### config.mk
export PLATFORM = sky130hd
export DESIGN_NAME = lzs_copy_sched
export DESIGN_NICKNAME = d
export VERILOG_FILES = /design/src/rtl/lzs_copy_sched.sv
export SDC_FILE = /design/constraint.sdc
export NUM_CORES = 1
export LEC_CHECK = 0
export BUFFER_PORTS_ARGS = -buffer_cell sky130_fd_sc_hd__buf_2
export CAP_MARGIN = 40
export CELL_PAD_IN_SITES_DETAIL_PLACEMENT = 1
export CELL_PAD_IN_SITES_GLOBAL_PLACEMENT = 2
export CORE_ASPECT_RATIO = 1.4
export CORE_UTILIZATION = 31
export DETAILED_ROUTE_END_ITERATION = 6
export GPL_TIMING_DRIVEN = 0
export PLACE_DENSITY_LB_ADDON = 0.2
export SYNTH_ARGS = -nofsm -noshare
export SYNTH_HDL_FRONTEND = slang
export SYNTH_SLANG_ARGS = --single-unit
### constraint.sdc
create_clock -name clk -period 3.1 [get_ports clk]
set_input_delay 0.62 -clock clk [delete_from_list [all_inputs] [get_ports clk]]
set_output_delay 0.62 -clock clk [all_outputs]
set_load 0.03 [all_outputs]
### src/rtl/lzs_copy_sched.sv
// LZS decode history sequencer: turns literal/copy commands into history RAM
// reads and writes, buffers produced bytes in a 2-entry output FIFO.
module lzs_copy_sched #(
    parameter int unsigned LENGTH_WIDTH = 16,
    parameter int unsigned OFFSET_WIDTH = 12,
    parameter int unsigned ADDR_WIDTH   = 11
) (
    input  logic                    clk,
    input  logic                    rst,
    input  logic                    cmd_valid,
    output logic                    cmd_ready,
    input  logic                    cmd_is_copy,
    input  logic [7:0]              cmd_literal,
    input  logic [OFFSET_WIDTH-1:0] cmd_offset,
    input  logic [LENGTH_WIDTH-1:0] cmd_length,
    output logic                    hist_ren,
    output logic [ADDR_WIDTH-1:0]   hist_raddr,
    input  logic [7:0]              hist_rdata,
    output logic                    hist_wen,
    output logic [ADDR_WIDTH-1:0]   hist_waddr,
    output logic [7:0]              hist_wdata,
    output logic [7:0]              out_data,
    output logic                    out_valid,
    input  logic                    out_ready,
    output logic                    busy,
    output logic                    err_offset
);

    typedef enum logic [0:0] {S_IDLE = 1'b0, S_COPY = 1'b1} state_t;

    state_t                  state_q, state_d;
    logic [ADDR_WIDTH-1:0]   ip_q, raddr_q, prod_addr_q;
    logic [LENGTH_WIDTH-1:0] rem_q;
    logic                    prod_valid_q, prod_is_lit_q, fwd_q, err_q;
    logic [7:0]              prod_lit_q, fwd_data_q;
    logic [7:0]              fifo_q [2];
    logic                    head_q;
    logic [1:0]              cnt_q;

    logic       credit, accept, off_ok, start_copy, issue, pop, pop_fifo, push;
    logic [1:0] occ;
    logic [7:0] prod_byte;
    logic       widx;

    // Bytes owed to the output: buffered plus the one being produced this cycle.
    assign occ        = cnt_q + 2'(prod_valid_q);
    assign credit     = occ < 2'd2;
    assign accept     = cmd_valid && cmd_ready;
    assign off_ok     = (cmd_offset != '0) && ((cmd_offset >> ADDR_WIDTH) == '0);
    assign start_copy = accept && cmd_is_copy && off_ok && (cmd_length != '0);
    assign issue      = (state_q == S_COPY) && credit;

    // Offset-1 reads hit the address written in the same cycle; use the captured write byte.
    assign prod_byte  = prod_is_lit_q ? prod_lit_q : (fwd_q ? fwd_data_q : hist_rdata);

    always_ff @(posedge clk or posedge rst) begin
        if (rst) state_q <= S_IDLE;
        else     state_q <= state_d;
    end

    always_comb begin
        state_d = state_q;
        case (state_q)
            S_IDLE:  if (start_copy) state_d = S_COPY;
            S_COPY:  if (issue && (rem_q == LENGTH_WIDTH'(1))) state_d = S_IDLE;
            default: state_d = S_IDLE;
        endcase
    end

    always_comb begin
        cmd_ready = 1'b0;
        hist_ren  = 1'b0;
        busy      = out_valid;
        case (state_q)
            S_IDLE: cmd_ready = credit;
            S_COPY: begin
                hist_ren = credit;
                busy     = 1'b1;
            end
            default: ;
        endcase
    end

    assign hist_raddr = raddr_q;
    assign hist_wen   = prod_valid_q;
    assign hist_waddr = prod_addr_q;
    assign hist_wdata = prod_valid_q ? prod_byte : 8'h00;
    assign err_offset = err_q;

    // Empty FIFO passes the produced byte straight through to the output.
    assign out_valid = (cnt_q != 2'd0) || prod_valid_q;
    assign out_data  = (cnt_q != 2'd0) ? fifo_q[head_q] : hist_wdata;
    assign pop       = out_valid && out_ready;
    assign pop_fifo  = pop && (cnt_q != 2'd0);
    assign push      = prod_valid_q && !(pop && (cnt_q == 2'd0));
    assign widx      = head_q ^ cnt_q[0];

    always_ff @(posedge clk or posedge rst) begin
        if (rst) begin
            ip_q          <= '0;
            raddr_q       <= '0;
            rem_q         <= '0;
            prod_valid_q  <= 1'b0;
            prod_is_lit_q <= 1'b0;
            prod_lit_q    <= 8'h00;
            prod_addr_q   <= '0;
            fwd_q         <= 1'b0;
            fwd_data_q    <= 8'h00;
            err_q         <= 1'b0;
        end else begin
            err_q        <= accept && cmd_is_copy && !off_ok;
            prod_valid_q <= 1'b0;
            if (accept && !cmd_is_copy) begin
                prod_valid_q  <= 1'b1;
                prod_is_lit_q <= 1'b1;
                prod_lit_q    <= cmd_literal;
                prod_addr_q   <= ip_q;
                ip_q          <= ip_q + ADDR_WIDTH'(1);
            end else if (issue) begin
                prod_valid_q  <= 1'b1;
                prod_is_lit_q <= 1'b0;
                prod_addr_q   <= ip_q;
                fwd_q         <= hist_wen && (raddr_q == prod_addr_q);
                fwd_data_q    <= hist_wdata;
                ip_q          <= ip_q + ADDR_WIDTH'(1);
                raddr_q       <= raddr_q + ADDR_WIDTH'(1);
                rem_q         <= rem_q - LENGTH_WIDTH'(1);
            end
            if (start_copy) begin
                raddr_q <= ip_q - ADDR_WIDTH'(cmd_offset);
                rem_q   <= cmd_length;
            end
        end
    end

    // Output FIFO; credit guarantees a push never meets a full buffer.
    always_ff @(posedge clk or posedge rst) begin
        if (rst) begin
            fifo_q[0] <= 8'h00;
            fifo_q[1] <= 8'h00;
            head_q    <= 1'b0;
            cnt_q     <= 2'd0;
        end else begin
            if (push) fifo_q[widx] <= prod_byte;
            if (pop_fifo) head_q <= ~head_q;
            cnt_q <= cnt_q + 2'(push) - 2'(pop_fifo);
        end
    end

endmodule

==> results of run 1 <==
power by group through the flow:
| stage | Sequential [mW] | Clock (mW) | Combinational, mW |
|---|---|---|---|
| floorplan | 2.09 | 0 | 2.09 |
| global placement | 2.02 | 0 | 3.09 |
| detailed placement | 2.04 | 0 | 3.17 |
| CTS | 2.03 | 1.25 | 3.16 |
| global route | 2.07 | 1.28 | 3.48 |
| finish | 2.02 | 1.21 | 3.11 |
cell usage in the layout, fill, tap and decap left out, types with 3 or more instances in the layout:
cell	synthesis	routed
ha_1	16	16
inv_1	27	26
nand2_1	85	85
nand4_1	6	6
mux2i_1	10	10
or3_1	4	4
xnor2_1	30	30
nand3_1	12	12
o22ai_1	3	3
and3_1	4	4
clkbuf_1	13	11
a21oi_1	26	26
or2_2	5	5
clkbuf_16	0	9
buf_2	4	96
nor4_1	11	11
o21ai_0	36	36
a211oi_1	14	14
a21o_1	3	3
nor2b_1	12	12
nor3_1	4	4
o21a_1	3	3
mux2_2	24	24
a31oi_1	3	3
xor2_1	15	15
nor2_1	36	36
dfrtp_1	89	89
through the flow:
stage / TNS [ns] / hold WS, ns / cell area [sq um] / worst slack (ns)
final: 0 / 0.2604 / 6006 / 0.1832
after global routing: 0 / 0.2952 / 6003 / 0.02487
after CTS: 0 / 0.2651 / 6007 / 0.04660
after detailed placement: 0 / 0.4745 / 5684 / 0.2273
after global placement: -101.12 / 0.4635 / 5654 / -1.143
after floorplan: 0 / 0.4383 / 4949 / 0.1731
cells by family after synthesis:
kind of cell / count (synthesis)
flops: 89
xor+xnor: 45
compound gates: 104
buf+inv: 46
mux: 34
simple gates: 192
fa+ha+maj: 17
path summary, 6_finish.rpt:
check / slack (ns) / startpoint / depth (start not counted) / endpoint
max: 0.18 / cnt_q[0] / 5 / out_data[5]
min: 0.26 / rst / 2 / rem_q[11]
max reg2reg: 0.49 / cnt_q[0] / 6 / rem_q[5]
min reg2reg: 0.49 / fwd_data_q[6] / 2 / fwd_data_q[6]
max in group asynchronous: 2.16 / rst / 3 / prod_lit_q[0]
min in group clk: 0.49 / fwd_data_q[6] / 2 / fwd_data_q[6]
layout make-up:
| cell class | instances | area (sq um) | share of cell area |
|---|---|---|---|
| repair buffers | 93 | 488.0 | 0.08125 |
| clock inverters | 6 | 87.58 | 0.01458 |
| multi-input cells | 392 | 2544 | 0.4235 |
| inverters | 27 | 103.9 | 0.01729 |
| diodes | 1 | 2.502 | 0.0004167 |
| clock buffers | 10 | 239.0 | 0.03979 |
| plain buffers | 17 | 68.82 | 0.01146 |
| flip-flops and latches | 89 | 2227 | 0.3708 |
| well taps | 196 | 245.2 | 0.04083 |
per-layer routing:
layer	up-vias	wire, um	track usage
met5	-	0	0
met4	0	260	0.06351
met3	16	562	0.03208
met2	90	8113	0.3699
met1	2076	6529	0.2390
li1	2027	-	-
worst reg2reg max path: cells and delay by family, from the launching register on:
family | cells | cell delay [ns]
buffers and inverters | 2 | 0.77
AND/OR/NAND/NOR | 2 | 0.85
AO/OA/AOI/OAI | 2 | 0.39
flip-flops | 1 | 0.45
flip-flops by register name (all words and copies together) (netlist names), 2 cells and up:
register,flops
fifo_q,16
cnt_q,2
ip_q,11
fwd_data_q,8
rem_q,16
hist_raddr,11
prod_lit_q,8
hist_waddr,11
what timing repair did:
item | CTS | global route
resized for setup | 0 | 0
endpoints found under the setup margin | 1 | 6
hold buffers | 0 | 0
==> impl_metrics.toml, run 1 <==
[pwr]
pwr-share-comb = 0.491
p_sw_frac = 0.4590
power_leakage_nw = 2.758
clock_power_share = 0.191
p_per_area_nw_per_um2 = 1056
finalPower_mw = 6.343
pwr-share-seq = 0.318
internal_power_mw = 3.431
peakVddDrop_v = 0.0004473
power.switching_mw = 2.911

[die]
rows = 54
fp.dieW_um = 108.8
initial_core_util = 0.3171
dieArea_sq_um = 16480
core_sq_um = 15610
io_pins = 93
die_y_um = 151.5

[global_route]
grt_max_degree = 65
grt_usage = 0.2023
grt_pass1_vias = 4542
grt_pass1_wl_um = 24770
overflow = 0
antenna_found_initial = 1

[yosys]
async_flop_share = 1.000
synth_xor_area_frac = 0.07965
synth.area.top_cells = "dfrtp_1 (45%), nand2_1 (6.4%), mux2_2 (5.5%), xnor2_1 (5.3%), ha_1 (4.0%)"
synth_edf_count = 0
synthTopCellsByCount = "dfrtp_1 (89), nand2_1 (85), nor2_1 (36), o21ai_0 (36), xnor2_1 (30)"
synth_compound_area_frac = 0.1310
yosysTopAreaCell = "dfrtp_1"
syn_inst = 527
yosysMostFrequentCell = "dfrtp_1"
synth_nets = 593
synth-simple-area-share = 0.1841
synth_seq_cells = 89
avgSynthCellArea_sq_um = 9.390
seq_area_frac_synth = 0.4501
ys_warn_count = 0
synth_top_family_by_area = "simple AND/OR/NAND/NOR gates"
synth_cell_type_count = 53
yosys.area_share.adder = 0.04450
synthFlopType = "dfrtp_1"
synthMuxAreaShare = 0.07484
synth_top_cell_area_share = 0.4501
synth_area_sq_um = 4948

[timing]
clock_skew_ns = 0.01167
period_needed_ns = 2.917
relSlewSlack = 0.5316
finalHoldViolCount = 0
rsz0062_at_grt = "no"
tightest_slew_ns = 0.7000
finalSetupViolCount = 0
max_freq_mhz = 342.8
fin_crit_sh = 0.9409
slew_violations = 0

[cells_and_area]
nets = 695
area_growth_pct = 21.37
nFillCells = 1853
drive_gt1_frac = 0.2397
final_core_util = 0.3848
instances_no_fill = 831

[route]
dr.pass1.iters = 4
ant_nets = 0
drc = 0
via_per_inst = 5.065
drtIter0Drc = 151
vias = 4209
wl_per_cell_um = 18.61
drt-total-wl_um = 15470

[clock_tree]
numCtsBuffers = 9
numClockSinks = 89
cts_buffer_depth = 2
post_cts_buffers = 0
cts_tree = "done"
cts_htree_levels = 3
path_clk_slew_ns = 0.07
clockRootBuffer = "clkbuf_16"
clock_latency_ns = 0.35

[setup_path]
end_kind = "primary output"
crit_fanout = 10
critPathTopFamily = "buffers and inverters"
crit_type = "flop to primary output"
cp_cell_sequence = "nor2_1, clkbuf_1, a211oi_1, a21oi_1, buf_2"
max_stage_delay_ns = 0.57
crit_slowest_cell = "nor2_1"
cp_data_required_time_ns = 2.48
worst-path-buf-inv = 2
arrival_ns = 2.30
worstSetupStartpointType = "flop"

[run_status]
outcome = "finished clean"

[place]
port_buffers = 92
dp.cells = 816
place.gp.congestion = 0.7585
post-dp-hpwl_um = 12020

[min_path]
holdCritPathClass = "input port to async pin"

[flow_run]
maxCapViolations = 0
Note: power is estimated with default switching activity, not from simulation.
==> inputs of run 2 (changes only) <==
--- a/config.mk
+++ b/config.mk
@@ -10,7 +10,7 @@
 export CELL_PAD_IN_SITES_DETAIL_PLACEMENT = 1
 export CELL_PAD_IN_SITES_GLOBAL_PLACEMENT = 2
 export CORE_ASPECT_RATIO = 1.4
-export CORE_UTILIZATION = 31
+export CORE_UTILIZATION = 34
 export DETAILED_ROUTE_END_ITERATION = 6
 export GPL_TIMING_DRIVEN = 0
 export PLACE_DENSITY_LB_ADDON = 0.2
==> constraint.sdc (replaced) <==
create_clock -name clk -period 2.85 [get_ports clk]
set_input_delay 0.57 -clock clk [delete_from_list [all_inputs] [get_ports clk]]
set_output_delay 0.57 -clock clk [all_outputs]
set_load 0.03 [all_outputs]
==> run 2 against run 1 <==
Sequential power rose by 8%. Via count is 1.1% higher. First-iteration DRC count decreased by 4.6%. Final area grew 0.42%. Die area shrank 8.7%. Combinational power grew 10%. Worst hold slack improved by 0.068 ns. Critical path type unchanged. Sequential share of layout area is 0.13 points lower. Routed wire length down 1.9%. Highest routed layer unchanged. Final cell count is 1.3% lower.
==> impl_metrics.toml, run 2 (synthesis results as in run 1) <==
[pwr]
power_leakage_nw = 2.777
peakVddDrop_v = 0.0003995
p_per_area_nw_per_um2 = 1157

[clock_tree]
numCtsBuffers = 9
numClockSinks = 89
path_clk_slew_ns = 0.07
clock_latency_ns = 0.35
clockRootBuffer = "clkbuf_16"
cts_htree_levels = 3
cts_tree = "done"
post_cts_buffers = 0
cts_buffer_depth = 2

[global_route]
grt_pass1_wl_um = 24920
grt_pass1_vias = 4547
grt_usage = 0.2164
grt_max_degree = 35
antenna_found_initial = 0
overflow = 0

[setup_path]
end_kind = "primary output"
setup.worst_path.end = "hist_ren"
worstRegToRegCells = 6
arrival_ns = 2.12
r2r_end = "rem_q[4]"
crit_fanout = 19
reg2reg_from = "cnt_q[0]"
cp-startpoint = "cnt_q[0]"
cp_data_required_time_ns = 2.28
crit_type = "flop to primary output"
worstSetupStartpointType = "flop"
rrSetupSlack_ns = 0.32

[route]
drtIter0Drc = 144
via_per_inst = 5.190
dr.pass1.iters = 4
drt-total-wl_um = 15160
wl_per_cell_um = 18.49
drc = 0
vias = 4256
ant_nets = 0

[die]
fp.dieW_um = 104.0
initial_core_util = 0.3525
io_pins = 93
rows = 51
dieArea_sq_um = 15050
die_y_um = 144.7
core_sq_um = 14040

[run_status]
outcome = "finished clean"

[timing]
finalSetupViolCount = 0
final.setup.tns_ns = 0
max_freq_mhz = 372.4
period_needed_ns = 2.686
tightest_slew_ns = 0.6783
fin_crit_sh = 0.9423
clock_skew_ns = 0.01141
worst_slack_ns = 0.1645
rsz0062_at_grt = "no"
slew_violations = 0
finalHoldViolCount = 0
relSlewSlack = 0.5469

[cells_and_area]
top_regs = "fifo_q: 16 flops, rem_q: 16 flops"
nets = 696
area_growth_pct = 21.87
nFillCells = 1679
layout_commonest_cell = "buf_2"
drive_gt1_frac = 0.2492
mostFrequentLayoutCells = "buf_2 (95), dfrtp_1 (88), nand2_1 (85)"

[place]
place.gp.congestion = 0.8085
pre_cts_slack_ns = 0.06162
post-dp-hpwl_um = 11840
port_buffers = 92

[flow_run]
maxCapViolations = 0

[min_path]
holdCritPathClass = "input port to async pin"
## run 2: cell count changes in the layout (fill, tap and decap cells not counted), sizes merged
| cell | before | now |
|---|---|---|
| clkinvlp | 0 | 1 |
| bufinv | 2 | 3 |
| inv | 29 | 28 |
| clkinv | 2 | 1 |
## run 2: per-layer routing
layer | track usage | share of wire | up-vias
li1 | - | - | 2026
met1 | 0.2462 | 0.41 | 2128
met2 | 0.4063 | 0.53 | 86
met3 | 0.04165 | 0.038 | 16
met4 | 0.07143 | 0.016 | 0
met5 | 0 | 0 | -
## run 2: worst min-delay path by stage
| stage | slack [ns] | startpoint | endpoint | cells past startpoint |
|---|---|---|---|---|
| floorplan | 0.44 | rem_q[9] | rem_q[9] | 1 |
| global placement | 0.46 | fwd_data_q[3] | fwd_data_q[3] | 2 |
| detailed placement | 0.47 | rem_q[9] | rem_q[9] | 1 |
| CTS | 0.34 | rst | fifo_q[8] | 2 |
| global route | 0.36 | rst | fifo_q[6] | 2 |
| finish | 0.33 | rst | rem_q[6] | 2 |
## run 2: stage by stage
stage	total power [mW]	utilization	cell area [sq um]	hold WS, ns	cells
final	6.978	0.4296	6031	0.3281	820
after global placement	5.536	0.4021	5644	0.4637	804
after CTS	7.063	0.4288	6020	0.3368	819
after global routing	7.508	0.4294	6028	0.3567	819
after detailed placement	5.649	0.4049	5684	0.4694	806
after floorplan	4.548	-	4952	0.4383	527
## run 2: power breakdown
part	total, mW	internal (mW)	leakage [nW]	switching [mW]
Combinational	3.42	1.26	1.55	2.16
Clock	1.38	0.860	0.168	0.520
Sequential	2.18	1.70	1.06	0.485
Total	6.98	3.81	2.78	3.17
## run 2: what timing repair did
| item | CTS | global route |
|---|---|---|
| endpoints found under the setup margin | 7 | 7 |
| endpoints found under the hold margin | 0 | 0 |
| resized for setup | 1 | 10 |
| hold buffers | 0 | 0 |
## run 2: cell type report
type,instances,area [sq um],share of cell area
sequential,89,2228,0.3695
timing repair buffer,94,500.5,0.08299
clock buffer,9,225.2,0.03734
multi-input combinational,392,2546,0.4222
inverter,27,105.1,0.01743
antenna,1,2.502,0.0004149
tap,185,231.5,0.03838
buffer,17,76.32,0.01266
clock inverter,6,115.1,0.01909
## run 2: critical path, stage by stage (launching register included)
cell      delay, ns
dfrtp_1        0.46
a21boi_0       0.20
or3_1          0.43
inv_1          0.16
buf_4          0.28
buf_2          0.24
==> inputs of run 3 (changes only) <==
--- a/config.mk
+++ b/config.mk
@@ -6,10 +6,10 @@
 export NUM_CORES = 1
 export LEC_CHECK = 0
 export BUFFER_PORTS_ARGS = -buffer_cell sky130_fd_sc_hd__buf_2
-export CAP_MARGIN = 40
+export CAP_MARGIN = 20
 export CELL_PAD_IN_SITES_DETAIL_PLACEMENT = 1
 export CELL_PAD_IN_SITES_GLOBAL_PLACEMENT = 2
-export CORE_ASPECT_RATIO = 1.4
+export CORE_ASPECT_RATIO = 1.1
 export CORE_UTILIZATION = 34
 export DETAILED_ROUTE_END_ITERATION = 6
 export GPL_TIMING_DRIVEN = 0
==> constraint.sdc (replaced) <==
create_clock -name clk -period 2.85 [get_ports clk]
set_input_delay 0.7125 -clock clk [delete_from_list [all_inputs] [get_ports clk]]
set_output_delay 0.7125 -clock clk [all_outputs]
set_load 0.03 [all_outputs]
==> run 3 against run 2 <==
Clock skew fell by 0.0021 ns. Worst hold slack improved by 0.054 ns. Final area fell by 1.0%. Sequential share of layout area rose by 0.40 points. Maximum frequency fell by 1.4%. Routed wire length fell by 2.5%. Final cell count rose by 0.49%. First-iteration DRC count rose by 12%. Setup slack got worse by 0.039 ns. Clock power fell by 17%. Via count fell by 0.59%. Critical path type unchanged. Critical endpoint unchanged.
==> impl_metrics.toml, run 3 (synthesis results as in run 1) <==
[route]
dr.pass1.iters = 4
vias = 4231
ant_nets = 0
drc = 0
wl_per_cell_um = 17.95
via_per_inst = 5.135
drt-total-wl_um = 14790
drtIter0Drc = 161

[timing]
tightest_slew_ns = 0.6731
finalHoldViolCount = 0
max_freq_mhz = 367.1
clock_skew_ns = 0.009288
rsz0062_at_grt = "no"
worst_slack_ns = 0.1258
slew_violations = 0
final.setup.tns_ns = 0
fin_crit_sh = 0.9559
period_needed_ns = 2.724
relSlewSlack = 0.5471
finalSetupViolCount = 0

[pwr]
p_per_area_nw_per_um2 = 1127
p_sw_frac = 0.4707
pwr-share-comb = 0.505
power_leakage_nw = 2.737
clock_power_share = 0.170
peakVddDrop_v = 0.0004803
internal_power_mw = 3.561
pwr-share-seq = 0.326
finalPower_mw = 6.729
power.switching_mw = 3.168

[die]
core_sq_um = 14020
initial_core_util = 0.3530
fp.dieW_um = 117.0
dieArea_sq_um = 15040
rows = 45
die_y_um = 128.5
io_pins = 93

[place]
post-dp-hpwl_um = 11650
dp.cells = 809
place.gp.congestion = 0.8435
port_buffers = 92
pre_cts_slack_ns = -0.08627
placed_cell_area_sq_um = 5688

[clock_tree]
numClockSinks = 89
post_cts_buffers = 0
cts_tree = "done"
clockRootBuffer = "clkbuf_16"
cts_hold_buf = 0
post_cts_resized = 6
cts_buffer_depth = 2
path_clk_slew_ns = 0.07
clock_latency_ns = 0.36
numCtsBuffers = 9
cts_htree_levels = 3

[setup_path]
cp_data_required_time_ns = 2.14
end_kind = "primary output"
cp_cell_sequence = "a21boi_0, or3_1, inv_1, buf_6, buf_2"
max_stage_delay_ns = 0.43
arrival_ns = 2.01
crit_fanout = 19
worstSetupStartpointType = "flop"
r2r_end = "rem_q[4]"
crit_slowest_cell = "dfrtp_1"
rrSetupSlack_ns = 0.23
crit_type = "flop to primary output"
reg2reg_from = "cnt_q[1]"
worstRegToRegCells = 6

[min_path]
holdCritPathClass = "input port to async pin"

[cells_and_area]
multiInputGateArea_sq_um = 2546
top_regs = "fifo_q: 16 flops, rem_q: 16 flops"
nFillCells = 1655
area_growth_pct = 20.63
nets = 696
seq_area_sq_um = 2230
layout_commonest_cell = "buf_2"
final_cell_area_sq_um = 5969
mostFrequentLayoutCells = "buf_2 (96), dfrtp_1 (87), nand2_1 (85)"
instances_no_fill = 824
drive_gt1_frac = 0.2472

[global_route]
grt_usage = 0.2133
grt_max_degree = 38
grt_pass1_vias = 4520
antenna_found_initial = 2
overflow = 0
grt_pass1_wl_um = 23890

[run_status]
outcome = "finished clean"

[flow_run]
maxCapViolations = 0
-- run 3: changes by cell type in the layout (fill, tap and decap cells not counted), sizes merged --
cell      before  now
clkinvlp       1    2
clkinv         1    2
buf           99  100
bufinv         3    0
clkbuf        21   22
-- run 3: layout make-up --
type / instances / area share
inverters: 27 / 0.01761
well taps: 188 / 0.03940
diodes: 1 / 0.0004192
flip-flops and latches: 89 / 0.3735
multi-input cells: 392 / 0.4265
plain buffers: 17 / 0.01320
repair buffers: 94 / 0.08384
clock buffers: 11 / 0.03899
clock inverters: 5 / 0.006498
-- run 3: how the worst max path moves through the flow --
| stage | startpoint | to | slack [ns] | depth (start not counted) |
|---|---|---|---|---|
| 2_1_floorplan | hist_wen | hist_ren | 0.27 | 5 |
| 3_3_place_gp | cnt_q[0] | hist_ren | -0.06 | 6 |
| 3_5_place_dp | cnt_q[0] | hist_ren | -0.09 | 6 |
| 4_1_cts | cnt_q[0] | hist_ren | 0.05 | 5 |
| 5_1_grt | cnt_q[1] | out_data[5] | 0.005 | 5 |
| 6_report | cnt_q[1] | hist_ren | 0.13 | 5 |
-- run 3: layer usage --
layer | GRT usage | part of all wire | vias up
li1 | - | - | 2032
met1 | 0.2584 | 0.44 | 2097
met2 | 0.3766 | 0.51 | 82
met3 | 0.03580 | 0.038 | 18
met4 | 0.07967 | 0.017 | 2
met5 | 0 | 0.00068 | -
-- run 3: power by group through the flow --
stage	Combinational [mW]	Clock (mW)	Sequential [mW]
floorplan	2.27	0	2.28
global placement	3.34	0	2.19
detailed placement	3.42	0	2.22
CTS	3.46	1.17	2.20
global route	3.79	1.21	2.26
finish	3.40	1.14	2.19
-- run 3: worst max-delay path, delay by kind of cell, from the launching register on --
| kind | cells | cell delay [ns] |
|---|---|---|
| AO/OA/AOI/OAI | 1 | 0.19 |
| flip-flops | 1 | 0.43 |
| buffers and inverters | 3 | 0.61 |
| AND/OR/NAND/NOR | 1 | 0.43 |
-- run 3: through the flow --
stage / hold WS, ns / utilization
finish: 0.3821 / 0.4258
global route: 0.4203 / 0.4258
CTS: 0.3887 / 0.4254
detailed placement: 0.4619 / 0.4057
global placement: 0.4605 / 0.4029
floorplan: 0.4383 / -
